--- config.mk ---
export PLATFORM = sky130hd
export DESIGN_NAME = axis_fifo_ctrl
export DESIGN_NICKNAME = d
export VERILOG_FILES = /design/src/rtl/axis_fifo_pkg.sv /design/src/rtl/axis_fifo_outbuf.sv /design/src/rtl/axis_fifo_ctrl.sv
export SDC_FILE = /design/constraint.sdc
export NUM_CORES = 1
export LEC_CHECK = 0
export BUFFER_PORTS_ARGS = -buffer_cell sky130_fd_sc_hd__buf_2
export CAP_MARGIN = 20
export CELL_PAD_IN_SITES_DETAIL_PLACEMENT = 0
export CELL_PAD_IN_SITES_GLOBAL_PLACEMENT = 1
export CORE_MARGIN = 1.5
export CORE_UTILIZATION = 44
export CTS_CLUSTER_DIAMETER = 30
export DETAILED_ROUTE_END_ITERATION = 8
export PLACE_DENSITY_LB_ADDON = 0.1
export REMOVE_ABC_BUFFERS = 1
export SLEW_MARGIN = 30
export SYNTH_ARGS = -nofsm -noshare
export SYNTH_HDL_FRONTEND = slang
export SYNTH_SLANG_ARGS = --single-unit
export TNS_END_PERCENT = 30
--- constraint.sdc ---
create_clock -name clka -period 3 [get_ports clka]
set_clock_uncertainty 0.05 [all_clocks]
set_input_delay 0.6 -clock clka [delete_from_list [all_inputs] [get_ports clka]]
set_output_delay 0.6 -clock clka [all_outputs]
set_load 0.03 [all_outputs]
--- src/rtl/axis_fifo_pkg.sv ---
// Shared helpers for the AXI-Stream FIFO controller: width math, output-buffer
// sizing and the set of supported RAM read latencies.
package axis_fifo_pkg;

  localparam int RL_MIN = 1;
  localparam int RL_MAX = 2;

  function automatic int clog2(input int value);
    int r;
    r = 0;
    while ((1 << r) < value) r = r + 1;
    return r;
  endfunction

  // Enough slots to cover every read in flight plus one beat of pop slack.
  function automatic int ob_depth(input int read_latency);
    return read_latency + 2;
  endfunction

  function automatic bit rl_legal(input int read_latency);
    return (read_latency >= RL_MIN) && (read_latency <= RL_MAX);
  endfunction

endpackage

--- src/rtl/axis_fifo_outbuf.sv ---
// Small register FIFO that catches RAM read data and presents it on m_axis.
// Push and pop may coincide; the controller's credit check prevents overflow.
module axis_fifo_outbuf
  import axis_fifo_pkg::*;
#(
  parameter int DATA_WIDTH = 64,
  parameter int OB_DEPTH   = 4,
  parameter int CW         = clog2(OB_DEPTH + 1)
) (
  input  logic                  clka,
  input  logic                  rstb,
  input  logic                  push,
  input  logic [DATA_WIDTH-1:0] push_data,
  input  logic                  pop_ready,
  output logic                  out_valid,
  output logic [DATA_WIDTH-1:0] out_data,
  output logic [CW-1:0]         ob_count
);

  localparam int PW = (OB_DEPTH > 1) ? clog2(OB_DEPTH) : 1;

  logic [DATA_WIDTH-1:0] mem [OB_DEPTH];
  logic [PW-1:0]         wr_idx;
  logic [PW-1:0]         rd_idx;
  logic                  pop;

  // OB_DEPTH need not be a power of two, so indices wrap explicitly.
  function automatic logic [PW-1:0] idx_inc(input logic [PW-1:0] idx);
    return (idx == PW'(OB_DEPTH - 1)) ? '0 : idx + PW'(1);
  endfunction

  assign out_valid = (ob_count != '0);
  assign pop       = out_valid & pop_ready;
  assign out_data  = mem[rd_idx];

  always_ff @(posedge clka) begin
    if (push) mem[wr_idx] <= push_data;
  end

  always_ff @(posedge clka) begin
    if (rstb) begin
      wr_idx   <= '0;
      rd_idx   <= '0;
      ob_count <= '0;
    end else begin
      if (push) wr_idx <= idx_inc(wr_idx);
      if (pop)  rd_idx <= idx_inc(rd_idx);
      case ({push, pop})
        2'b10:   ob_count <= ob_count + CW'(1);
        2'b01:   ob_count <= ob_count - CW'(1);
        default: ob_count <= ob_count;
      endcase
    end
  end

endmodule

--- src/rtl/axis_fifo_ctrl.sv ---
// AXI-Stream FIFO controller around an external simple-dual-port RAM: owns the
// pointers and occupancy, prefetches reads and buffers returned data.
module axis_fifo_ctrl
  import axis_fifo_pkg::*;
#(
  parameter int DATA_WIDTH   = 64,
  parameter int DEPTH        = 512,
  parameter int READ_LATENCY = 2,
  parameter int AW           = clog2(DEPTH)
) (
  input  logic                  clka,
  input  logic                  rstb,
  input  logic [DATA_WIDTH-1:0] s_axis_tdata,
  input  logic                  s_axis_tvalid,
  output logic                  s_axis_tready,
  output logic [DATA_WIDTH-1:0] m_axis_tdata,
  output logic                  m_axis_tvalid,
  input  logic                  m_axis_tready,
  output logic [AW:0]           count,
  output logic [AW-1:0]         ram_addra,
  output logic [DATA_WIDTH-1:0] ram_dina,
  output logic                  ram_wea,
  output logic [AW-1:0]         ram_addrb,
  output logic                  ram_enb,
  output logic                  ram_regceb,
  input  logic [DATA_WIDTH-1:0] ram_doutb
);

  localparam int OB_DEPTH = ob_depth(READ_LATENCY);
  localparam int CW       = clog2(OB_DEPTH + 1);

  if (!rl_legal(READ_LATENCY)) begin : g_bad_latency
    $error("axis_fifo_ctrl: READ_LATENCY must be 1 or 2");
  end
  if ((DEPTH < 4) || ((1 << AW) != DEPTH)) begin : g_bad_depth
    $error("axis_fifo_ctrl: DEPTH must be a power of two and at least 4");
  end

  logic [AW-1:0]           wr_ptr;
  logic [AW-1:0]           rd_ptr;
  logic [AW:0]             count_nxt;
  logic [READ_LATENCY-1:0] rd_vld_p;
  logic [CW-1:0]           inflight;
  logic [CW-1:0]           ob_count;
  logic                    wr_en;
  logic                    rd_issue;

  assign wr_en = s_axis_tvalid & s_axis_tready;

  always_comb begin
    inflight = '0;
    for (int i = 0; i < READ_LATENCY; i++) begin
      inflight = inflight + CW'(rd_vld_p[i]);
    end
  end

  // Credit uses the registered ob_count: a same-cycle pop is not counted as
  // free space, which still leaves enough slack for one beat per cycle.
  assign rd_issue = ~rstb & (count != '0) &
                    (((CW + 1)'(inflight) + (CW + 1)'(ob_count)) < (CW + 1)'(OB_DEPTH));

  always_comb begin
    count_nxt = count;
    if (wr_en && !rd_issue)      count_nxt = count + (AW + 1)'(1);
    else if (rd_issue && !wr_en) count_nxt = count - (AW + 1)'(1);
  end

  always_ff @(posedge clka) begin
    if (rstb) begin
      wr_ptr        <= '0;
      rd_ptr        <= '0;
      count         <= '0;
      s_axis_tready <= 1'b0;
      rd_vld_p      <= '0;
    end else begin
      if (wr_en)    wr_ptr <= wr_ptr + AW'(1);
      if (rd_issue) rd_ptr <= rd_ptr + AW'(1);
      count         <= count_nxt;
      s_axis_tready <= (count_nxt < (AW + 1)'(DEPTH));
      rd_vld_p      <= READ_LATENCY'({rd_vld_p, rd_issue});
    end
  end

  assign ram_wea    = wr_en;
  assign ram_addra  = wr_ptr;
  assign ram_dina   = s_axis_tdata;
  assign ram_enb    = rd_issue;
  assign ram_addrb  = rd_ptr;
  assign ram_regceb = 1'b1;

  // Stage boundary: the oldest read tag marks RAM data valid this cycle.
  axis_fifo_outbuf #(
    .DATA_WIDTH (DATA_WIDTH),
    .OB_DEPTH   (OB_DEPTH),
    .CW         (CW)
  ) u_outbuf (
    .clka      (clka),
    .rstb      (rstb),
    .push      (rd_vld_p[READ_LATENCY-1]),
    .push_data (ram_doutb),
    .pop_ready (m_axis_tready),
    .out_valid (m_axis_tvalid),
    .out_data  (m_axis_tdata),
    .ob_count  (ob_count)
  );

endmodule

==> reports/results.tsv, run 1 <==
stage	metric	value	unit
layout	n_diodes	0	
cts	htree depth	2	
layout	most frequent cells in the layout	edfxtp_1 (256), buf_2 (163), mux4_2 (64)	
grt	antenna violations before repair	0	
sta	relative slew slack	0.5776	
die	row count	59	
pwr	sw power	4144	uW
cts	CTS tree	yes	
sta	Final Max Tran Viols	0	
yosys	yosys warns	0	
layout	footprint of the multi-input gates	2725	um2
cts	clock root buffer	clkbuf_16	
yosys	mapped cell area	11880	um2
grt	met1 usage	0.2678	
grt	met3 GRT Util	0.1411	
route	DR vias	6553	
cts	clk sink count	296	
die	die area	27990	um2
cts	Hold-fix buffers, CTS	0	
die	Die Span X	167.3	um
cts	CTS buffer count	60	
min_path	Hold WC Path Type	input pin to flip-flop	
placement	# port buffers	163	
setup_path	CP delay by family, top	compound AO/OA/AOI/OAI gates	
layout	final core occ	0.5634	
sta	Final setup viols	0	
setup_path	type of origin of the critical path	flip-flop	
route	Post-route DRC	0	
layout	final instance area	14810	um2
grt	GR Layer Usage met2	0.3016	
pwr	Final Power	14620	uW
sta	final worst path period share	0.9296	
pwr	Logic pwr share	0.208	
layout	layout net count	956	
grt	total track usage	0.2146	
placement	DP Area	12720	um2
pwr	P per Cell Area	987.7	nW/um2
pwr	Seq pwr share	0.336	
cts	Clock Tree Buf Depth	3	
sta	RSZ-0062 raised after global routing	no	
pwr	leakage dissipation	0.005223	uW
yosys	top post-synthesis cells by area	edfxtp_1 (65%), mux4_2 (12%), dfxtp_1 (6.7%)	
route	WL final	29.75	mm
setup_path	critical path data required time	2.35	ns
grt	first-pass GRT wire length	43.89	mm
grt	global route overflow	0	
yosys	synthesized flop and latch total	296	
pwr	VDD IR max	0.0007776	V
yosys	Cells after Synth	661	
placement	GP Congestion	0.8555	
layout	Synth-to-Final Area Change	24.65	%
grt	gr busiest metal	met2	
sta	highest clock rate	358.6	MHz
layout	sequential cell area	8496	um2
setup_path	CP peak stage delay	0.38	ns
setup_path	CP Capture Type	primary output	
grt	largest net degree at the start of global routing	38	
die	Die Height	167.3	um
yosys	Netlist cell types	53	
cts	clk_lat worst skew	0.54	ns
layout	share of cells above drive strength 1	0.4111	
route	drt first pass iters	4	
pwr	power share of the clock group	0.455	
die	io pins	293	
route	Wirelength per Cell	24.87	um
yosys	Seq/Total Area, Yosys	0.7146	
sta	Worst-Margin Slew	0.6337	ns
route	post-route ant nets	0	
grt	vias in the first global route	6627	
layout	fillcell total	2079	
sta	Tmin final	2.789	ns
yosys	largest area contributor in the netlist	edfxtp_1	
setup_path	crit path buf inv count	1	
placement	Final HPWL DP	18.88	mm
layout	most common cell after layout, fill and taps aside	edfxtp_1	
route	via/cell ratio	5.479	
sta	Post-Route Setup TNS	0	ns
job	Max Cap Viol	0	
route	initial DRC count	519	
setup_path	CP arrival	2.14	ns
die	Initial Utilization	0.4520	
pwr	Internal Dissipation	10480	uW
setup_path	Worst Setup Path Type	flip-flop to primary output	
yosys	Mapped Avg Cell Area	17.97	um2
status	outcome	complete, no violations	
setup_path	crit path max fanout	4	
cts	Worst-path clk slew	0.05	ns
pwr	switching share of power	0.2834	
setup_path	slowest cell on the critical path	dfxtp_1	
sta	Hold Vio Cnt, Final	0	
die	Core Footprint	26280	um2
setup_path	Cell Chain, Critical Path	ha_1 > a21o_1 > a211o_1 > nor2_1 > buf_2	
yosys	Synth top area share	0.6472	
==> power by group through the flow <==
| stage | sequential, uW | combinational (uW) | clock [uW] |
|---|---|---|---|
| final | 4920 | 3050 | 6660 |
| after global routing | 4940 | 3280 | 6970 |
| after CTS | 4910 | 3060 | 6770 |
| after detailed placement | 4980 | 3040 | 0 |
| after global placement | 4970 | 3020 | 0 |
| after floorplan | 5210 | 1890 | 0 |
==> state kept, by name, indices dropped and copies added (netlist names), named ones only <==
name,cells
count,9
ram_addra,9
ram_addrb,9
rd_vld_p,2
s_axis_tready,1
u_outbuf.mem,256
u_outbuf.ob_count,3
u_outbuf.rd_idx,2
u_outbuf.wr_idx,2
==> synth_stat cells, drive strengths merged <==
cell	instances
edfxtp	256
buf	75
mux4	64
dfxtp	40
a21oi	25
nor2	24
clkbuf	17
inv	17
nand2	14
ha	13
o21ai	13
or3	11
nand3	9
nor3	8
xor2	7
a31oi	5
and2	5
and4	5
nand4	5
nor2b	4
o31ai	4
a211oi	3
a21o	3
nor4	3
o41ai	3
xnor2	3
a41oi	2
and4b	2
mux2	2
mux2i	2
o311ai	2
or3b	2
or4	2
a2111o	1
a211o	1
a22oi	1
a32oi	1
and3	1
and3b	1
conb	1
fa	1
nand2b	1
o211ai	1
o21bai	1
==> cell families (layout without fill, tap and decap cells) <==
| kind of cell | after synthesis | count (layout) | share of synthesized area |
|---|---|---|---|
| multiplexers | 68 | 68 | 0.1249 |
| buffers and inverters | 109 | 309 | 0.05699 |
| adder cells (fa/ha/maj) | 14 | 14 | 0.01538 |
| other | 1 | 1 | 0.0003157 |
| XOR/XNOR | 10 | 10 | 0.007374 |
| AO/OA/AOI/OAI | 66 | 66 | 0.03476 |
| flip-flops | 296 | 296 | 0.7146 |
| AND/OR/NAND/NOR | 97 | 97 | 0.04561 |
==> per-stage QoR <==
stage          hold WS, ns  cells  setup slack (ns)
3_3_place_gp        0.4021   1083            0.2363
6_report            0.2048   1196            0.2113
4_1_cts             0.1878   1196            0.1714
2_1_floorplan       0.3947    569            -1.138
3_5_place_dp        0.4133   1083            0.1634
5_1_grt             0.1939   1196         0.0008216
==> path summary, 6_finish.rpt <==
kind	from	end	slack (ns)	cells past startpoint
worst min-delay path	ram_doutb[19]	u_outbuf.mem[2][19]$_DFFE_PP_	0.20	1
worst min register to register	rd_vld_p[0]$_SDFF_PP0_	rd_vld_p[1]$_SDFF_PP0_	0.42	1
worst max register to register	u_outbuf.ob_count[0]$_SDFFE_PP0P_	count[8]$_SDFFE_PP0P_	0.25	9
worst max-delay path	u_outbuf.ob_count[0]$_SDFFE_PP0P_	ram_enb	0.21	5
==> per-layer routing <==
metal / up-vias / routed length (um)
li1: 2876 / -
met1: 3315 / 12180
met2: 315 / 12800
met3: 41 / 4067
met4: 6 / 469
met5: - / 223
==> final cells by class <==
class / instances / area share
inverter: 17 / 0.004310
tap: 335 / 0.02831
clock inverter: 40 / 0.03287
multi-input combinational: 256 / 0.1841
timing repair buffer: 179 / 0.06913
sequential: 296 / 0.5738
clock buffer: 73 / 0.1075
==> what timing repair did <==
action / in CTS / in global routing
setup buffers: 0 / 0
setup endpoints to repair: 0 / 3
endpoints found under the hold margin: 0 / 0
gates resized for setup: 0 / 1
No activity file was read; power rests on OpenSTA's default activity.
==> run 2: changes to the inputs <==
Settings changed: REMOVE_ABC_BUFFERS 1 to unset, SLEW_MARGIN 30 to 0.
==> run 2 against run 1 <==
Net effect:
- first-iteration DRC count decreased by 28%
- power decreased by 0.16%
- flip-flop and latch count did not move
- sequential share of layout area rose by 0.065 points
- largest cell class unchanged
- highest routed layer is now met4
==> reports/results.tsv, run 2 (same netlist as run 1, synthesis figures left out) <==
stage	metric	value	unit	change
status	outcome	complete, no violations		
layout	share of cells above drive strength 1	0.4189		+0.007753
die	Core Footprint	26280	um2	unchanged
grt	antenna violations before repair	2		+2
cts	CTS buffer count	58		-3.3%
setup_path	Cell Chain, Critical Path	ha_1 > a21o_1 > a211o_1 > nor2_2 > ha_1 > and4b_1 > a21oi_1 > or3_1 > a21oi_1		
grt	gr busiest metal	met2		
cts	post_cts resized	0		unchanged
route	DR vias	6376		-2.7%
sta	Final setup viols	0		unchanged
die	Die Span X	167.3	um	unchanged
cts	CTS tree	yes		
pwr	Logic pwr share	0.206		-0.002
layout	Biggest register	u_outbuf.mem		
die	Initial Utilization	0.4520		unchanged
setup_path	CP Capture Type	flip-flop		
setup_path	type of origin of the critical path	flip-flop		
cts	Clock Tree Buf Depth	3		unchanged
sta	Tmin final	2.810	ns	+0.02107 ns
cts	clk sink count	296		unchanged
die	row count	59		unchanged
setup_path	critical path data required time	3.44	ns	+1.09 ns
sta	Hold Vio Cnt, Final	0		unchanged
die	Die Height	167.3	um	unchanged
grt	total track usage	0.1754		-0.03922
setup_path	CP Capture Point	count[8]$_SDFFE_PP0P_		
setup_path	Crit path depth	9		+4
pwr	power share of the clock group	0.455		about the same
sta	Worst Hold Slack	0.1890	ns	-0.01582 ns
grt	GR Layer Usage met2	0.2926		-0.009058
sta	relative slew slack	0.6123		+0.03476
yosys	Syn Nets	807		
placement	# port buffers	163		unchanged
sta	Worst-Margin Slew	0.5815	ns	-0.05213 ns
pwr	Final Power	14600	uW	-0.16%
route	drt first pass iters	5		+1
setup_path	reg2reg setup slack	0.19	ns	-0.06 ns
cts	Hold-fix buffers, CTS	0		unchanged
sta	Post-Route Setup TNS	0	ns	unchanged
setup_path	RR Endpoint	count[8]$_SDFFE_PP0P_		
min_path	Hold WC Path Type	input pin to flip-flop		
grt	first-pass GRT wire length	37.90	mm	-14%
pwr	VDD IR max	0.0005105	V	-34%
pwr	P per Cell Area	987.0	nW/um2	about the same
grt	met1 usage	0.2173		-0.05045
layout	layout net count	957		+0.10%
setup_path	Critical Path Source	u_outbuf.ob_count[0]$_SDFFE_PP0P_		
setup_path	crit path max fanout	20		+16
job	Max Cap Viol	0		unchanged
setup_path	CP delay by family, top	simple AND/OR/NAND/NOR gates		
sta	Final Max Tran Viols	0		unchanged
layout	max FFs per register	256		unchanged
layout	sequential cell area	8498	um2	about the same
layout	Synth-to-Final Area Change	24.54	%	about the same
setup_path	CP peak stage delay	0.46	ns	+0.08 ns
setup_path	R2R depth	9		unchanged
grt	global route overflow	0		unchanged
cts	clock root buffer	clkbuf_16		
placement	dpl cells	1086		+0.28%
sta	final worst path period share	0.9366		+0.007023
setup_path	crit path buf inv count	0		-1
cts	htree depth	2		unchanged
setup_path	Worst Setup Path Type	flip-flop to flip-flop		
route	initial DRC count	372		-28%
sta	highest clock rate	355.9	MHz	-0.75%
pwr	leakage dissipation	0.005225	uW	about the same
cts	clk_lat worst skew	0.57	ns	+0.03 ns
layout	most common cell after layout, fill and taps aside	edfxtp_1		
sta	RSZ-0062 raised after global routing	no		
layout	most frequent cells in the layout	edfxtp_1 (256), buf_2 (163), mux4_2 (64)		
grt	met3 GRT Util	0.06074		-0.08036
grt	largest net degree at the start of global routing	38		unchanged
setup_path	slowest cell on the critical path	ha_1		
layout	Layout Cells excl Fill	1194		-0.17%
placement	GP Congestion	0.7770		-9.2%
pwr	Internal Dissipation	10440	uW	-0.42%
grt	vias in the first global route	6704		+1.2%
pwr	sw power	4164	uW	+0.48%
setup_path	CP arrival	3.25	ns	+1.11 ns
cts	Worst-path clk slew	0.05	ns	about the same
placement	Final HPWL DP	15.18	mm	-20%
cts	buffer count from post-CTS setup fixing	0		unchanged
route	post-route ant nets	0		unchanged
setup_path	RR Startpoint	u_outbuf.ob_count[0]$_SDFFE_PP0P_		
layout	footprint of the multi-input gates	2725	um2	unchanged
route	Post-route DRC	0		unchanged
die	die area	27990	um2	unchanged
route	via/cell ratio	5.340		-2.5%
pwr	switching share of power	0.2852		+0.001814
die	io pins	293		unchanged
route	WL final	24.32	mm	-18%
route	Wirelength per Cell	20.37	um	-18%
pwr	Seq pwr share	0.339		+0.003
layout	fillcell total	2044		-1.7%
-- run 2: cell count changes in the layout (fill, tap and decap cells not counted), sizes merged --
cell / before / now
clkbuf: 73 / 64
buf: 179 / 182
bufinv: 10 / 12
diode: 0 / 2
clkinvlp: 7 / 8
inv: 21 / 20
-- run 2: worst min path at each step --
stage	from	to	slack (ns)	depth (start not counted)
finish	ram_doutb[41]	u_outbuf.mem[1][41]$_DFFE_PP_	0.19	1
floorplan	rd_vld_p[0]$_SDFF_PP0_	rd_vld_p[1]$_SDFF_PP0_	0.39	1
detailed placement	rd_vld_p[0]$_SDFF_PP0_	rd_vld_p[1]$_SDFF_PP0_	0.42	1
global placement	u_outbuf.rd_idx[1]$_SDFFE_PP0N_	flip-flop	0.41	2
global route	ram_doutb[38]	u_outbuf.mem[3][38]$_DFFE_PP_	0.17	1
CTS	ram_doutb[38]	u_outbuf.mem[3][38]$_DFFE_PP_	0.17	1
-- run 2: routing by layer --
layer  share of wire  wire, um  vias up
met5               0         0        -
met4           0.020       485        0
met3           0.079      1922       55
met2            0.50     12050      256
met1            0.41      9859     3184
li1                -         -     2881
-- run 2: power by group through the flow --
stage	combinational, uW	clock, uW	sequential (uW)
2_1_floorplan	2290	0	5080
3_3_place_gp	3010	0	5010
3_5_place_dp	3030	0	5020
4_1_cts	3040	6780	4950
5_1_grt	3270	6980	4980
6_report	3010	6640	4950
-- run 2: through the flow --
stage	util	cell area, um2	setup slack (ns)
after floorplan	-	11880	0.01419
after global placement	0.4848	12740	0.2591
after detailed placement	0.4848	12740	0.2078
after CTS	0.5627	14790	0.1401
after global routing	0.5627	14790	0.02253
final	0.5629	14790	0.1902
-- run 2: layout make-up --
type / count / area share
flip-flops and latches: 296 / 0.5745
multi-input cells: 256 / 0.1842
clock buffers: 64 / 0.09964
repair buffers: 182 / 0.06986
clock inverters: 42 / 0.03882
well taps: 335 / 0.02833
inverters: 17 / 0.004314
diodes: 2 / 0.0003383
-- run 2: worst reg2reg max path, stage by stage, from the launching register on --
cell	delay, ns
dfxtp_1	0.38
ha_1	0.25
a21o_1	0.19
a211o_1	0.33
nor2_2	0.16
ha_1	0.46
and4b_1	0.36
a21oi_1	0.08
or3_1	0.35
a21oi_1	0.14
==> run 3: changes to the inputs <==
Settings changed: CORE_MARGIN 1.5 to unset.
==> run 3 against run 2 <==
Net effect:
- the flow now finishes with violations (design-rule violations)
- sequential share of layout area grew 0.20 points
- global-route usage grew 0.20 points
- via count grew 0.78%
==> reports/results.tsv, run 3 (same netlist as run 1, synthesis figures left out) <==
stage	metric	value	unit	change
route	DR vias	6426		+0.78%
sta	relative slew slack	0.5739		-0.03840
grt	total track usage	0.1774		+0.002021
setup_path	type of origin of the critical path	flip-flop		
placement	GP Congestion	0.8362		+7.6%
cts	CTS buffer count	58		unchanged
grt	vias in the first global route	6843		+2.1%
layout	most common cell after layout, fill and taps aside	edfxtp_1		
cts	clock root buffer	clkbuf_16		
route	Wirelength per Cell	20.33	um	-0.17%
die	die area	27660	um2	-1.2%
setup_path	CP peak stage delay	0.60	ns	+0.14 ns
job	Max Cap Viol	0		unchanged
setup_path	Cell Chain, Critical Path	buf_12 > mux4_2 > buf_2		
setup_path	slowest cell on the critical path	dfxtp_4		
grt	GR Layer Usage met2	0.3010		+0.008473
sta	RSZ-0062 raised after global routing	no		
sta	final worst path period share	0.9345		-0.002051
cts	Clock Tree Buf Depth	3		unchanged
setup_path	critical path data required time	2.35	ns	-1.09 ns
pwr	power share of the clock group	0.441		-0.014
layout	Synth-to-Final Area Change	24.11	%	
pwr	VDD IR max	0.0007065	V	+38%
die	Initial Utilization	0.4520		unchanged
grt	largest net degree at the start of global routing	42		+11%
layout	Biggest register	u_outbuf.mem		
sta	Tmin final	2.804	ns	-0.006152 ns
route	post-route ant nets	0		unchanged
pwr	Logic pwr share	0.211		+0.005
grt	met1 usage	0.2231		+0.005809
placement	# port buffers	163		unchanged
die	Die Span X	166.3	um	-0.60%
sta	Post-Route Setup TNS	0	ns	unchanged
sta	Hold Vio Cnt, Final	0		unchanged
setup_path	Worst Setup Path Type	flip-flop to primary output		
die	row count	59		unchanged
setup_path	crit path buf inv count	2		+2
route	WL final	24.32	mm	about the same
setup_path	CP Capture Type	primary output		
min_path	Hold WC Path Type	input pin to flip-flop		
cts	CTS tree	yes		
sta	Worst Hold Slack	0.1983	ns	+0.009312 ns
die	Core Footprint	26280	um2	unchanged
layout	most frequent cells in the layout	edfxtp_1 (256), buf_2 (163), mux4_2 (64)		
yosys	Syn Nets	807		unchanged
cts	clk sink count	296		unchanged
pwr	leakage dissipation	0.005181	uW	-0.83%
setup_path	crit path max fanout	18		-10%
cts	Worst-path clk slew	0.05	ns	about the same
pwr	Internal Dissipation	10130	uW	-2.9%
layout	fillcell total	2061		+0.83%
route	drt first pass iters	6		+1
pwr	Seq pwr share	0.348		+0.009
layout	share of cells above drive strength 1	0.4149		-0.003985
layout	layout net count	955		-0.21%
pwr	sw power	4190	uW	+0.62%
route	via/cell ratio	5.373		+0.62%
route	Post-route DRC	18		+18
grt	met3 GRT Util	0.04314		-0.01761
sta	Final Max Tran Viols	0		unchanged
status	outcome	finished with violations		
sta	Worst-Margin Slew	0.6391	ns	+0.05760 ns
setup_path	CP delay by family, top	flip-flops		
die	Die Height	166.3	um	-0.60%
pwr	P per Cell Area	971.7	nW/um2	-1.6%
sta	Final setup viols	0		unchanged
cts	Hold-fix buffers, CTS	0		unchanged
grt	gr busiest metal	met2		
die	io pins	293		unchanged
pwr	switching share of power	0.2925		+0.007299
sta	highest clock rate	356.7	MHz	+0.22%
setup_path	CP arrival	2.15	ns	-1.10 ns
grt	global route overflow	0		unchanged
status	failing checks	design-rule violations		
cts	buffer count from post-CTS setup fixing	0		unchanged
grt	antenna violations before repair	1		-1
cts	htree depth	2		unchanged
cts	post_cts resized	0		unchanged
layout	max FFs per register	256		unchanged
placement	Final HPWL DP	15.15	mm	-0.20%
route	initial DRC count	484		+30%
grt	first-pass GRT wire length	38.15	mm	+0.66%
cts	clk_lat worst skew	0.55	ns	-0.02 ns
## run 3: cell count changes in the layout (fill, tap and decap cells not counted), sizes merged
cell / delta
clkbuf: +1
buf: -2
clkinv: +8
bufinv: -4
inv: -2
diode: +1
## run 3: layout make-up
type                            instances  area (um2)  area share
Antenna cell                            3       7.507   0.0005093
Clock inverter                         44       506.7     0.03437
Clock buffer                           65        1478      0.1002
Tap cell                              335       419.2     0.02843
Sequential cell                       296        8498      0.5765
Multi-Input combinational cell        256        2725      0.1849
Timing Repair Buffer                  180        1044     0.07079
Inverter                               17       63.81    0.004329
## run 3: worst paths after layout
path / start / end / slack [ns] / depth (start not counted)
max: flip-flop / m_axis_tdata[44] / 0.20 / 3
min: ram_doutb[60] / u_outbuf.mem[0][60]$_DFFE_PP_ / 0.20 / 1
max reg2reg: u_outbuf.ob_count[0]$_SDFFE_PP0P_ / count[7]$_SDFFE_PP0P_ / 0.21 / 11
min reg2reg: u_outbuf.rd_idx[1]$_SDFFE_PP0N_ / flip-flop / 0.42 / 2
## run 3: through the flow
stage                     instance area (um2)  std cells  setup WS, ns  total power (uW)    util
after floorplan                         11880        661       0.01419              7366       -
after global placement                  12750       1084        0.3458              8032  0.4851
after detailed placement                12750       1084        0.2120              8103  0.4851
after CTS                               14730       1193        0.1019             14490  0.5607
after global routing                    14740       1194       0.03566             14950  0.5608
final                                   14740       1196        0.1964             14320  0.5609
## run 3: metal layers
layer / vias up / routed length [um]
li1: 2885 / -
met1: 3240 / 9899
met2: 223 / 12370
met3: 78 / 1617
met4: 0 / 435
met5: - / 0
## run 3: power by group through the flow
stage / logic, uW / clock network [uW] / registers, uW
5_1_grt: 3280 / 6650 / 5020
6_report: 3030 / 6320 / 4980
3_5_place_dp: 3050 / 0 / 5060
3_3_place_gp: 3000 / 0 / 5030
4_1_cts: 3060 / 6440 / 4980
2_1_floorplan: 2290 / 0 / 5080
